==> src/rtl/misc_issue_queue.sv <==
// In-order issue queue for the misc execution pipe: circular buffer with operand wakeup and ROB-head gating for privileged ops.
// Optional same-cycle wakeup bypass into the head issue condition: define MISC_IQ_WAKE_BYPASS_EN.
module misc_issue_queue #(
   parameter int DEPTH     = 4,
   parameter int PAYLOAD_W = 128,
   parameter int PREG_W    = 6,
   parameter int ROB_IDX_W = 6,
   parameter int WAKE_N    = 2
) (
   input  logic                     clk,
   input  logic                     rst_n,
   input  logic                     flush_i,
   input  logic                     disp_valid_i,
   output logic                     disp_ready_o,
   input  logic [PAYLOAD_W-1:0]     disp_payload_i,
   input  logic [ROB_IDX_W-1:0]     disp_rob_idx_i,
   input  logic                     disp_priv_i,
   input  logic [PREG_W-1:0]        disp_psrc0_i,
   input  logic [PREG_W-1:0]        disp_psrc1_i,
   input  logic                     disp_rdy0_i,
   input  logic                     disp_rdy1_i,
   input  logic [WAKE_N-1:0]        wake_valid_i,
   input  logic [WAKE_N*PREG_W-1:0] wake_preg_i,
   input  logic [ROB_IDX_W-1:0]     rob_head_idx_i,
   output logic                     issue_valid_o,
   input  logic                     issue_ready_i,
   output logic [PAYLOAD_W-1:0]     issue_payload_o,
   output logic [ROB_IDX_W-1:0]     issue_rob_idx_o
);

   localparam int PTR_W = $clog2(DEPTH);
   localparam logic [PTR_W:0] FULL_CNT = DEPTH[PTR_W:0];

   logic                 ent_valid   [DEPTH];
   logic [PAYLOAD_W-1:0] ent_payload [DEPTH];
   logic [ROB_IDX_W-1:0] ent_rob_idx [DEPTH];
   logic                 ent_priv    [DEPTH];
   logic [PREG_W-1:0]    ent_psrc0   [DEPTH];
   logic [PREG_W-1:0]    ent_psrc1   [DEPTH];
   logic                 ent_rdy0    [DEPTH];
   logic                 ent_rdy1    [DEPTH];

   logic [PTR_W-1:0] head_ptr;
   logic [PTR_W-1:0] tail_ptr;
   logic [PTR_W:0]   count;

   logic disp_fire;
   logic issue_fire;
   logic head_byp0;
   logic head_byp1;
   logic head_rdy0;
   logic head_rdy1;

   function automatic logic wake_hit(input logic [PREG_W-1:0]        preg,
                                     input logic [WAKE_N-1:0]        vld,
                                     input logic [WAKE_N*PREG_W-1:0] pregs);
      logic hit;
      hit = 1'b0;
      for (int k = 0; k < WAKE_N; k++) begin
         if (vld[k] && (pregs[k*PREG_W +: PREG_W] == preg)) hit = 1'b1;
      end
      return hit;
   endfunction

   // Ready is taken from registered occupancy only, so a full queue stays full during an issue.
   assign disp_ready_o = (count != FULL_CNT);
   assign disp_fire    = disp_valid_i & disp_ready_o;

`ifdef MISC_IQ_WAKE_BYPASS_EN
   assign head_byp0 = wake_hit(ent_psrc0[head_ptr], wake_valid_i, wake_preg_i);
   assign head_byp1 = wake_hit(ent_psrc1[head_ptr], wake_valid_i, wake_preg_i);
`else
   assign head_byp0 = 1'b0;
   assign head_byp1 = 1'b0;
`endif

   assign head_rdy0 = ent_rdy0[head_ptr] | head_byp0;
   assign head_rdy1 = ent_rdy1[head_ptr] | head_byp1;

   assign issue_valid_o   = ent_valid[head_ptr] & head_rdy0 & head_rdy1 &
                            (~ent_priv[head_ptr] | (ent_rob_idx[head_ptr] == rob_head_idx_i));
   assign issue_fire      = issue_valid_o & issue_ready_i;
   assign issue_payload_o = ent_payload[head_ptr];
   assign issue_rob_idx_o = ent_rob_idx[head_ptr];

   always_ff @(posedge clk or negedge rst_n) begin
      if (!rst_n) begin
         head_ptr <= '0;
         tail_ptr <= '0;
         count    <= '0;
         for (int i = 0; i < DEPTH; i++) begin
            ent_valid[i]   <= 1'b0;
            ent_payload[i] <= '0;
            ent_rob_idx[i] <= '0;
            ent_priv[i]    <= 1'b0;
            ent_psrc0[i]   <= '0;
            ent_psrc1[i]   <= '0;
            ent_rdy0[i]    <= 1'b0;
            ent_rdy1[i]    <= 1'b0;
         end
      end else if (flush_i) begin
         head_ptr <= '0;
         tail_ptr <= '0;
         count    <= '0;
         for (int i = 0; i < DEPTH; i++) ent_valid[i] <= 1'b0;
      end else begin
         for (int i = 0; i < DEPTH; i++) begin
            if (ent_valid[i]) begin
               if (wake_hit(ent_psrc0[i], wake_valid_i, wake_preg_i)) ent_rdy0[i] <= 1'b1;
               if (wake_hit(ent_psrc1[i], wake_valid_i, wake_preg_i)) ent_rdy1[i] <= 1'b1;
            end
            // The incoming op also sees this cycle's wakeups so none are lost.
            if (disp_fire && (tail_ptr == PTR_W'(i))) begin
               ent_valid[i]   <= 1'b1;
               ent_payload[i] <= disp_payload_i;
               ent_rob_idx[i] <= disp_rob_idx_i;
               ent_priv[i]    <= disp_priv_i;
               ent_psrc0[i]   <= disp_psrc0_i;
               ent_psrc1[i]   <= disp_psrc1_i;
               ent_rdy0[i]    <= disp_rdy0_i | wake_hit(disp_psrc0_i, wake_valid_i, wake_preg_i);
               ent_rdy1[i]    <= disp_rdy1_i | wake_hit(disp_psrc1_i, wake_valid_i, wake_preg_i);
            end
            if (issue_fire && (head_ptr == PTR_W'(i))) ent_valid[i] <= 1'b0;
         end
         if (disp_fire)  tail_ptr <= tail_ptr + 1'b1;
         if (issue_fire) head_ptr <= head_ptr + 1'b1;
         case ({disp_fire, issue_fire})
            2'b10:   count <= count + 1'b1;
            2'b01:   count <= count - 1'b1;
            default: count <= count;
         endcase
      end
   end

endmodule
==> config.mk <==
export PLATFORM = sky130hd
export DESIGN_NAME = misc_issue_queue
export DESIGN_NICKNAME = d
export VERILOG_FILES = /design/src/rtl/misc_issue_queue.sv
export SDC_FILE = /design/constraint.sdc
export NUM_CORES = 1
export LEC_CHECK = 0
export CAP_MARGIN = 20
export CORE_AREA = 2 2 228 230
export DETAILED_ROUTE_END_ITERATION = 8
export DIE_AREA = 0 0 230 232
export PLACE_DENSITY = 0.75
export REMOVE_ABC_BUFFERS = 1
export SLEW_MARGIN = 0
export SYNTH_ARGS = -nofsm -noshare
export SYNTH_HDL_FRONTEND = slang
export SYNTH_SLANG_ARGS = --single-unit
==> constraint.sdc <==
create_clock -name clk -period 5.8 [get_ports clk]
set_input_delay 1.45 -clock clk [delete_from_list [all_inputs] [get_ports clk]]
set_output_delay 1.45 -clock clk [all_outputs]
set_load 0.03 [all_outputs]
---- After elaboration in Yosys (flattened, before gate mapping) ----
Index checks and enable logic that the tools add are counted.
cells by class
  eq/ne operators ......................... 30
  order comparisons ....................... 1
  $add $sub $neg .......................... 4
  multiplexer cells ....................... 109
  reduce and logical (&&, ||, !) cells .... 61
  bitwise gates (word level) .............. 17
operators by type and width
  operator                                                                number
  128-bit binary-select mux with 2-bit select                             1
  128-bit 2-to-1 mux                                                      2
  6-bit equality test                                                     21
  1-bit 2-to-1 mux                                                        92
  1-bit logical AND                                                       28
  2-bit nonzero test                                                      14
  3-bit AND reduction                                                     8
  3-bit nonzero test                                                      5
  6-bit binary-select mux with 2-bit select                               1
  6-bit 2-to-1 mux                                                        2
  2-bit equality test (second input constant)                             5
  1-bit bitwise OR                                                        9
  1-bit binary-select mux with 2-bit select                               4
  2-bit 2-to-1 mux                                                        4
  2-bit AND reduction                                                     4
  2-bit by 1-bit equality test with 1-bit output (second input constant)  3
  3-bit case mux with 2 select lines                                      1
  1-bit bitwise AND                                                       5
  2-bit by 1-bit adder with 2-bit output (second input constant)          2
  2-bit logical NOT                                                       2
  4-bit 2-to-1 mux                                                        1
  3-bit by 1-bit adder with 3-bit output (second input constant)          1
  3-bit greater-or-equal comparator (second input constant)               1
  3-bit 2-to-1 mux                                                        1
  other kinds (4)                                                         5
storage, ports and cells
  output and inout bits ................... 136
  flip-flop bits (word level) ............. 607
  input bits .............................. 174
  logic and storage cells ................. 257

---- Logic depth before layout (Yosys ltp) ----
  depth in word-level cells ............... 11
  depth in mapped cells ................... 9
  gate-level depth less buffers ........... 8

---- Worst setup path before layout ----
No wires, ideal clock.
  kind .................................... input -> output
  start point ............................. input rob_head_idx_i[3]
  end point ............................... output issue_valid_o
  path slack .............................. 2.046 ns
  path buffers ............................ 0
  arrival ................................. 2.304 ns
  data required time ...................... 4.350 ns
  stages on the path ...................... 4
  cells stage by stage .................... xnor2_1 -> nand4_4 -> o21ai_0 -> and2_1
between the ends
  cells in the longest elaborated chain, start to end .. 3
RTL lines
  element              line  text
  start, declared      24    input logic [ROB_IDX_W-1:0] rob_head_idx_i,
  6-bit equality test  81    (~ent_priv[head_ptr] | (ent_rob_idx[head_ptr] == rob_head_idx_i));
  1-bit bitwise OR     81
  1-bit bitwise AND    80    assign issue_valid_o = ent_valid[head_ptr] & head_rdy0 & head_rdy1 &
  end, declared        25    output logic issue_valid_o,
Every way passes these cells.

---- Final worst setup path ----
  start point ............................. register head_ptr[0]
  end point ............................... output issue_payload_o[125]
between the ends
  cells in the longest elaborated chain, start to end .. 4
RTL lines
  element                                                line  text
  start, declared                                        43    logic [PTR_W-1:0] head_ptr;
  start signal, assigned                                 126   if (issue_fire) head_ptr <= head_ptr + 1'b1;
  2-bit NOT with 3-bit output (implied by the code)      83    assign issue_payload_o = ent_payload[head_ptr];
  128-bit binary-select mux with 2-bit select            83
  128-bit 2-to-1 mux (implied by the code) (2 in a row)  83
  end, declared                                          27    output logic [PAYLOAD_W-1:0] issue_payload_o,
Every way passes these cells. The select of a mux whose other input is x is not followed.

==> flow_summary_export.csv <==
group,metric,value,unit
worst_setup_path,end_kind,"primary output",
timing,fin_hold_ws,0.468,ns
cts,cts_setup_buffers,0,
global_routing,grt_pass1_vias,18800,
pwr,power.total,14.1,mW
cts,cts_resized,0,
cts,clk_latency,0.64,ns
floorplan,rows,83,
logic_synthesis,synth_area_leaders,"dfrtp_1, mux2_1, mux4_2",
global_routing,antenna_found_initial,8,
floorplan,initial_core_util,0.542,
pwr,p_switching,4.21,mW
layout,utilization,0.656,
timing,finalSetupViolCount,0,
pwr,irDropWorstVdd,0.322,mV
worst_setup_path,critical_path_required,4.35,ns
place,io_buffers,309,
logic_synthesis,synth-main-ff-cell,"dfrtp_1",
place,dpl-instance-area,0.0314,sq mm
detailed_routing,drt_iter0_drc,1101,
floorplan,ios,310,
logic_synthesis,yosysWarnings,0,
cts,clockRootBuffer,"clkbuf_16",
detailed_routing,drtPass1Iterations,6,
pwr,power_density,422,mW/mm^2
worst_setup_path,critPathKind,"register to primary output",
timing,finalCriticalPeriod,4.95,ns
global_routing,gr-total-overflow,0,
timing,maxSlewViolCount,0,
logic_synthesis,yosysTopAreaCell,"dfrtp_1",
timing,fmax,202,MHz
layout,syn_to_final_growth,21.0,%
timing,setup_tns,0,ns
layout,final_area,0.0334,sq mm
floorplan,fp.dieH,232,microns
place,pre_cts_slack,1.05,ns
logic_synthesis,syn_area,0.0276,sq mm
pwr,combPwrFrac,0.267,
detailed_routing,vias_per_cell,5.65,
logic_synthesis,synth.top_cell.area_share,0.550,
detailed_routing,ant_nets,0,
timing,rsz0062_at_grt,"false",
cts,cts_max_path_buffers,3,
global_routing,grt_pass1_wl,105,mm
timing,skew,0.0191,ns
floorplan,core_area,0.0509,sq mm
logic_synthesis,synth_area_per_cell,13.7,sq um
layout,final_cell_mix,"dfrtp_1, nand2_1, mux2_1",
timing,finalHoldViolCount,0,
status,status,"complete, no violations",
layout,drive_above_1_share,0.171,
worst_setup_path,worstPathMaxFanout,28,
floorplan,die_x,230,microns
timing,tightest_slew,0.966,ns
cts,cts-buffers-inserted,61,
place,place_inst,2907,
layout,layout.nets,2473,
cts,clkTransAtPathRegs,0.06,ns
pwr,seq_power_share,0.452,
pwr,power.share.switching,0.298,
layout,final_common_cell,"dfrtp_1",
job,cap_violations,0,
worst_hold_path,hp-class,"register to register",
detailed_routing,routed_wl,64.8,mm
global_routing,grt_max_degree,120,
cts,tritoncts,"yes",
timing,setup_ws,0.849,ns
layout,fin_cells,3022,
cts,cts.sinks,607,
detailed_routing,vias,17100,
pwr,cellLeakagePower,14.9,nW
pwr,p_int,9.90,mW
logic_synthesis,synth-async-reset-ratio,1.00,
timing,period_share,0.854,
detailed_routing,drcViolationCount,0,
cts,cts_hold_buffers,0,
logic_synthesis,ys_seq_elements,607,
logic_synthesis,synth-edff-count,0,
place,dp_hpwl,40.8,mm
worst_setup_path,worstPathArrival,3.50,ns
detailed_routing,avgRoutedWirePerCell,21.4,microns
logic_synthesis,yosysSeqAreaShare,0.550,
cts,htree_num_levels,2,
timing,slew_headroom,0.356,
floorplan,dieArea,0.0534,sq mm
global_routing,track_usage,0.250,
pwr,clockPowerShare,0.281,
worst_setup_path,start_kind,"register",
place,gp_congestion,0.819,
logic_synthesis,syn_inst,2017,
logic_synthesis,synth.distinct_cells,51,
cells by family (layout without fill, tap and decap cells):
| logic type | after synthesis | after routing | synth area share |
|---|---|---|---|
| XOR/XNOR | 128 | 128 | 0.0420 |
| multiplexers | 583 | 583 | 0.293 |
| flip-flops | 607 | 607 | 0.550 |
| other | 0 | 3 | 0 |
| buffers and inverters | 134 | 456 | 0.0238 |
| adder cells (fa/ha/maj) | 9 | 9 | 0.00435 |
| AND/OR/NAND/NOR | 522 | 522 | 0.0776 |
| AO/OA/AOI/OAI | 34 | 34 | 0.00861 |
worst max-delay path, stage by stage, from the launching register on:
cell	delay, ns
dfrtp_4	0.55
buf_4	0.48
buf_4	0.58
mux4_2	0.58
clkdlybuf4s50_1	0.66
per-layer routing:
layer  global-route usage  up-vias  part of all wire
li1                     -     7616                 -
met1                0.325     8950              0.42
met2                0.421      378              0.50
met3               0.0550      117             0.058
met4               0.0819        8             0.026
met5                    0        -           0.00085
Yosys cell counts, types with 2 or more instances:
library cell  number
a211oi_1           2
a21oi_1            8
a31oi_1            3
and2_1             2
and3_1             7
buf_1              4
buf_2             69
buf_4             16
clkbuf_1          38
dfrtp_1          607
ha_1               8
inv_1              5
mux2_1           316
mux2_2           125
mux2i_1            5
mux4_2           135
nand2_1          453
nand3b_1           3
nand4_1           22
nor2_1             8
nor4_1            16
o21ai_0            6
o22a_1             4
or3_1              2
or4_1              2
xnor2_1           66
xnor2_2            5
xor2_1            57
power groups by stage:
| stage | sequential (mW) | combinational [mW] | clock (mW) |
|---|---|---|---|
| finish | 6.38 | 3.77 | 3.96 |
| global route | 6.56 | 4.08 | 4.23 |
| detailed placement | 6.45 | 3.79 | 0 |
| CTS | 6.39 | 3.82 | 4.04 |
| floorplan | 6.20 | 2.57 | 0 |
| global placement | 6.34 | 3.66 | 0 |
state kept, by name (all words and copies together), names as in the netlist:
register,flops
ent_rdy0,4
ent_psrc0,24
tail_ptr,2
ent_psrc1,24
head_ptr,2
count,3
ent_payload,512
ent_valid,4
ent_priv,4
ent_rob_idx,24
ent_rdy1,4
cell type report:
type	count	area [sq um]
Antenna cell	3	7.51
Clock buffer	99	1860
Clock inverter	13	173
Fill cell	3685	17500
Inverter	6	22.5
Multi-Input combinational cell	1276	11800
Sequential cell	607	15200
Tap cell	680	851
Timing Repair Buffer	338	3490
worst paths after layout:
path | start | end | slack [ns] | cells past startpoint
setup / recovery | head_ptr[0] | issue_payload_o[125] | 0.85 | 4
hold / removal | ent_payload[146] | ent_payload[146] | 0.47 | 2
setup reg to reg | head_ptr[0] | count[2] | 2.94 | 9
hold reg to reg | ent_payload[146] | ent_payload[146] | 0.47 | 2
max in group asynchronous | rst_n | ent_payload[71] | 3.72 | 2
min in group asynchronous | rst_n | ent_payload[338] | 0.84 | 1
No activity file was read; power rests on OpenSTA's default activity.
